`src/rtl/alu_8.sv`:
```
// rtl/alu_8.sv - registered 8-operation ALU with carry, overflow and sign flags
module alu_8 #(
  parameter int WIDTH = 8
) (
  input  logic             clk,
  input  logic             rst,
  input  logic             en,
  input  logic [WIDTH-1:0] a,
  input  logic [WIDTH-1:0] b,
  input  logic [2:0]       op,
  output logic [WIDTH-1:0] z,
  output logic             cout,
  output logic             ov,
  output logic             sign,
  output logic             valid
);

  localparam logic [2:0] OP_ADD = 3'b000;
  localparam logic [2:0] OP_SUB = 3'b001;
  localparam logic [2:0] OP_AND = 3'b010;
  localparam logic [2:0] OP_OR  = 3'b011;
  localparam logic [2:0] OP_XOR = 3'b100;
  localparam logic [2:0] OP_SHL = 3'b101;
  localparam logic [2:0] OP_SHR = 3'b110;
  localparam logic [2:0] OP_SLT = 3'b111;

  logic             is_sub;
  logic [WIDTH-1:0] b_eff;
  logic [WIDTH:0]   sum;
  logic             lt;
  logic [WIDTH-1:0] z_next;
  logic             cout_next;
  logic             ov_next;

  // ADD and SUB share one adder; SUB is a + ~b + 1 so cout=1 means no borrow.
  assign is_sub = (op == OP_SUB);
  assign b_eff  = is_sub ? ~b : b;
  assign sum    = {1'b0, a} + {1'b0, b_eff} + {{WIDTH{1'b0}}, is_sub};
  assign lt     = ($signed(a) < $signed(b));

  always_comb begin
    z_next    = '0;
    cout_next = 1'b0;
    ov_next   = 1'b0;
    case (op)
      OP_ADD: begin
        z_next    = sum[WIDTH-1:0];
        cout_next = sum[WIDTH];
        ov_next   = (a[WIDTH-1] == b[WIDTH-1]) && (sum[WIDTH-1] != a[WIDTH-1]);
      end
      OP_SUB: begin
        z_next    = sum[WIDTH-1:0];
        cout_next = sum[WIDTH];
        ov_next   = (a[WIDTH-1] != b[WIDTH-1]) && (sum[WIDTH-1] != a[WIDTH-1]);
      end
      OP_AND: z_next = a & b;
      OP_OR:  z_next = a | b;
      OP_XOR: z_next = a ^ b;
      OP_SHL: begin
        z_next    = {a[WIDTH-2:0], 1'b0};
        cout_next = a[WIDTH-1];
      end
      OP_SHR: begin
        z_next    = {1'b0, a[WIDTH-1:1]};
        cout_next = a[0];
      end
      OP_SLT: z_next = {{(WIDTH-1){1'b0}}, lt};
      default: z_next = '0;
    endcase
  end

  always_ff @(posedge clk or posedge rst) begin
    if (rst) begin
      z     <= '0;
      cout  <= 1'b0;
      ov    <= 1'b0;
      sign  <= 1'b0;
      valid <= 1'b0;
    end else begin
      valid <= en;
      if (en) begin
        z    <= z_next;
        cout <= cout_next;
        ov   <= ov_next;
        sign <= z_next[WIDTH-1];
      end
    end
  end

endmodule

```
`config.mk`:
```
export PLATFORM = sky130hd
export DESIGN_NAME = alu_8
export DESIGN_NICKNAME = d
export VERILOG_FILES = /design/src/rtl/alu_8.sv
export SDC_FILE = /design/constraint.sdc
export NUM_CORES = 1
export LEC_CHECK = 0
export BUFFER_PORTS_ARGS = -buffer_cell sky130_fd_sc_hd__buf_4
export CORE_ASPECT_RATIO = 0.75
export CORE_MARGIN = 3
export CORE_UTILIZATION = 56
export CTS_CLUSTER_DIAMETER = 150
export DETAILED_ROUTE_END_ITERATION = 12
export PLACE_DENSITY = 0.81
export RECOVER_POWER = 100
export SYNTH_ARGS = -nofsm -noshare
export SYNTH_HDL_FRONTEND = slang
export SYNTH_SLANG_ARGS = --single-unit
```
`constraint.sdc`:
```
create_clock -name clk -period 1 [get_ports clk]
set_input_delay 0.1 -clock clk [delete_from_list [all_inputs] [get_ports clk]]
set_output_delay 0.1 -clock clk [all_outputs]
set_load 0.05 [all_outputs]
```
==> key figures, run 1 <==
STA
  • Worst-path end type: register data pin
  • GRT worst endpoint: cout$_DFFE_PP0P_/D

Logic synthesis
  • Area leader, netlist: ha_1
  • Post-synthesis cell area: 1730 um2
  • Seq cells post-synth: 11
  • Post-synth cell types: 48
  • Most frequent cell after synthesis: ha_1
  • Post-synth EDFFs: 0
  • Synth async-reset ratio: 100%
  • Sequential area share after synthesis: 15.9%
  • Top cells by count, synth: ha_1 (32), inv_1 (27), nand2_1 (15), a21oi_1 (14), nor2_1 (13)
  • Top post-synthesis cells by area: ha_1 (23%), dfrtp_1 (16%), inv_1 (5.9%)
  • Synth top area share: between 20% and 30%
  • Synth Flop Type: dfrtp_1
  • Net Count, Synth: 272
  • Yosys warnings: 0
  • Mapped Cells: 217
  • Syn avg cell area: 7.96 um2

Placement
  • Cell Area, Placed: 2450 um2
  • Dpl cells: roughly 330
  • Gp weighted congestion: 0.867
  • DP HPWL: 4910 um
  • IO Port Bufs: 33

Die
  • Die Wd: 70.1 um
  • Initial core utilization: 62.5%
  • Die extent in y: 54.1 um
  • Io pins: 34
  • Row Count: 16

Status
  • Status: did not finish
  • Failed at: 5_1_grt
  • Error msg: [ERROR DPL-0038] Utilization greater than 100%, impossible to legalize

Clock network
  • CTS H-tree depth: 1
  • CTS root buffer: clkbuf_8
  • Max clock buf depth: 2
  • Sinks on Clock Net: 11
  • Cts bufs inserted: 3

Global routing
  • Pin count of the biggest net entering global routing: 28
-- per-stage QoR --
| step | hold WS, ns | worst slack [ns] |
|---|---|---|
| 4_1_cts | 0.0599 | -0.913 |
| 3_3_place_gp | 0.115 | -1.19 |
| 2_1_floorplan | -0.0476 | -1.06 |
| 3_5_place_dp | 0.123 | -1.32 |
-- cell families after synthesis --
group | Yosys count | synth area share (%)
flip-flops | 11 | 15.9
buffers and inverters | 39 | 8.91
XOR/XNOR | 12 | 6.09
AND/OR/NAND/NOR | 54 | 16.4
multiplexers | 7 | 4.06
AO/OA/AOI/OAI | 61 | 24.2
adder cells (fa/ha/maj) | 33 | 24.3
-- what timing repair did --
item / in CTS
pin swaps: 21
endpoints found under the setup margin: 10
hold buffers: 1
hold endpoints to repair: 11
setup buffers: 6
resized for setup: 21
==> run 2, diff against run 1 <==
--- a/config.mk
+++ b/config.mk
@@ -6,12 +6,10 @@
 export NUM_CORES = 1
 export LEC_CHECK = 0
 export BUFFER_PORTS_ARGS = -buffer_cell sky130_fd_sc_hd__buf_4
-export CORE_ASPECT_RATIO = 0.75
 export CORE_MARGIN = 3
-export CORE_UTILIZATION = 56
-export CTS_CLUSTER_DIAMETER = 150
+export CORE_UTILIZATION = 40
 export DETAILED_ROUTE_END_ITERATION = 12
-export PLACE_DENSITY = 0.81
+export PLACE_DENSITY_LB_ADDON = 0.15
 export RECOVER_POWER = 100
 export SYNTH_ARGS = -nofsm -noshare
 export SYNTH_HDL_FRONTEND = slang
==> key figures, run 2 <==
Status
  • Status: finished with violations
  • Failing checks: setup timing

Die
  • Row Count: 23
  • DIE AREA: 5140 um2
  • Initial core utilization: 42.3%
  • Io pins: 34
  • Die extent in y: about 72 um
  • Die Wd: approximately 72 um
  • CORE AREA: 4090 um2

STA
  • Final worst path period need: 1.81 ns
  • Worst Slack Setup Final: -0.805 ns
  • Final number of setup-violating endpoints: 10
  • Tcrit/Tclk final: 181%
  • Endpoints failing hold: 0
  • RSZ-0062 raised after global routing: true
  • Final Max Slew Viols: 0
  • Final setup TNS: -6.66 ns
  • Clock skew: 0 ns
  • Headroom to the max-slew limit: 71.0%
  • Tightest Pin Transition: 0.424 ns
  • Highest clock rate: between 500 and 600 MHz

Final layout
  • Commonest non-fill, non-tap cell in the layout: buf_4
  • FF+latch area: around 280 um2
  • Multi-input gate area: 1440 um2
  • Layout Nets: 365
  • Filler Cell Count: 347
  • Max reg flops: 8
  • Area grow syn2layout: 57.4%
  • Biggest register: z
  • Design Area, Final: 2720 um2
  • Inserted Diodes: 0
  • Core Util, Final: between 60% and 70%
  • Most frequent cells in the layout: buf_4 (82), ha_1 (28), inv_1 (24)
  • Fraction of layout cells with a size suffix above 1: 43.4%

Global routing
  • Initial antenna violation count: 0
  • Vias in the first global route: ~1800
  • GRT Util Overall: roughly a fifth
  • First-pass GRT wire length: 8110 um
  • Grt total ovfl: 0
  • Pin count of the biggest net entering global routing: 20

Route
  • Via count: 1847
  • Drt wl/cell: 13.9 um
  • Residual DRC count: 0
  • Vias per cell: approximately 5.1
  • Overall routed net length: 4980 um
  • Number of DRC markers in iteration 0: 75
  • DR pass1 iterations: 4
  • Final ANT Viol Nets: 0

Logic synthesis
  • Net Count, Synth: about 270
  • Seq cells post-synth: 11
  • Yosys warnings: 0
  • Area leader, netlist: ha_1
  • Top cells by count, synth: ha_1 (32), inv_1 (27), nand2_1 (15), a21oi_1 (14), nor2_1 (13)
  • Synth top area share: approximately 23%
  • Post-synth EDFFs: 0
  • Post-synth cell types: 48
  • Synth Flop Type: dfrtp_1
  • Sequential area share after synthesis: 15.9%
  • Most frequent cell after synthesis: ha_1
  • Syn avg cell area: 7.96 um2
  • Top post-synthesis cells by area: ha_1 (23%), dfrtp_1 (16%), inv_1 (5.9%)
  • Mapped Cells: 217
  • Post-synthesis cell area: 1730 um2
  • Synth async-reset ratio: 100%

Clock network
  • Sinks on Clock Net: 11
  • CTS root buffer: clkbuf_8
  • CTS H-tree depth: 1
  • Skew-Pair Late Insertion Delay: 0.24 ns
  • TritonCTS clock tree: yes
  • Max clock buf depth: 2
  • Cts bufs inserted: 3
  • Clock transition at path regs: 0.05 ns

Power and ir drop
  • Clk pwr share: 17.3%
  • Psw: about 1.0 mW
  • Pint: 1.51 mW
  • Power Density: 936 nW/um2
  • Seq pwr share: 21.2%
  • Sw Share: 40.7%
  • Combinational share of power: 61.5%
  • Maximum VDD drop: 424 uV
  • Leakage: 1.34 nW

Critical path
  • Worst EP required: 1.16 ns
  • Crit Path Category: in2reg
  • WP data arrival: around 2.0 ns
  • Worst Reg-to-Reg Cells: 2
  • Startpoint Class: input pin
  • CP Capture Type: flip-flop
  • Largest fanout on the critical path: 5

Run
  • Max Cap Viol: 0

Placement
  • IO Port Bufs: 33
  • DP HPWL: 4050 um
  • Cell Area, Placed: 2490 um2
  • Gp weighted congestion: about 0.9

Min path
  • WHS Path Cells: 1
  • HP Class: in2reg
run 2: cell counts after synthesis:
No cell type changed its count.
run 2: power by group through the flow:
stage | Combinational [mW] | Sequential (mW) | Clock, mW
2_1_floorplan | 0.653 | 0.763 | 0
3_3_place_gp | 1.43 | 0.549 | 0
3_5_place_dp | 1.44 | 0.551 | 0
4_1_cts | 1.52 | 0.544 | 0.445
5_1_grt | 1.70 | 0.551 | 0.468
6_report | 1.57 | 0.540 | 0.439
run 2: cell families (layout without fill, tap and decap cells):
kind of cell    Yosys count  in the layout  synth area share [%]
flops                    11             11                  15.9
compound gates           61             61                  24.2
xor+xnor                 12             12                  6.09
fa+ha+maj                33             33                  24.3
buf+inv                  39            131                  8.91
simple gates             54             54                  16.4
mux                       7              7                  4.06
run 2: final timing paths:
check,startpoint,to,slack (ns)
setup / recovery,op[2],cout,-0.81
hold / removal,en,valid,0.07
setup reg to reg,z[4],z[4],0.18
hold reg to reg,ov,ov,0.49
max in group asynchronous,rst,z[7],0.28
min in group asynchronous,rst,valid,0.40
run 2: critical path, cell delays in order:
cell	delay, ns
buf_8	0.10
nor2_4	0.11
and2_4	0.21
xnor2_2	0.13
inv_1	0.08
fa_2	0.38
nor2b_2	0.13
o21ai_2	0.07
a21boi_2	0.19
o21a_1	0.22
o311ai_2	0.09
a21oi_1	0.15
run 2: layout make-up:
cell class / instances / share of cell area (%)
timing repair buffer: 100 / 28.9
inverter: 27 / 4.01
sequential: 11 / 10.2
multi-input combinational: 167 / 52.9
clock buffer: 4 / 1.66
tap: 50 / 2.30
run 2: what timing repair did:
item	CTS	global route
endpoints found under the setup margin	10	10
hold buffers	1	0
pin swaps	11	8
cloned	0	0
buffers inserted	4	3
endpoints found under the hold margin	11	0
resized for setup	17	8
run 2: per-layer routing:
| layer | up-vias | global-route usage, % | share of wire [%] |
|---|---|---|---|
| met5 | - | 0 | 0 |
| met4 | 0 | 4.59 | 0.86 |
| met3 | 6 | 1.96 | 4.8 |
| met2 | 51 | 31.9 | 46 |
| met1 | 844 | 27.8 | 48 |
| li1 | 946 | - | - |
run 2: stage by stage:
step / std cells / hold slack, ns / setup WS (ns) / power [mW]
after CTS: 356 / 0.0675 / -0.746 / 2.51
after floorplan: 217 / -0.0476 / -1.06 / 1.42
after global routing: 359 / 0.0691 / -0.893 / 2.72
after detailed placement: 347 / 0.118 / -1.07 / 1.99
after global placement: 347 / 0.115 / -1.01 / 1.98
final: 359 / 0.0703 / -0.805 / 2.54
(Power assumes the default switching activity.)
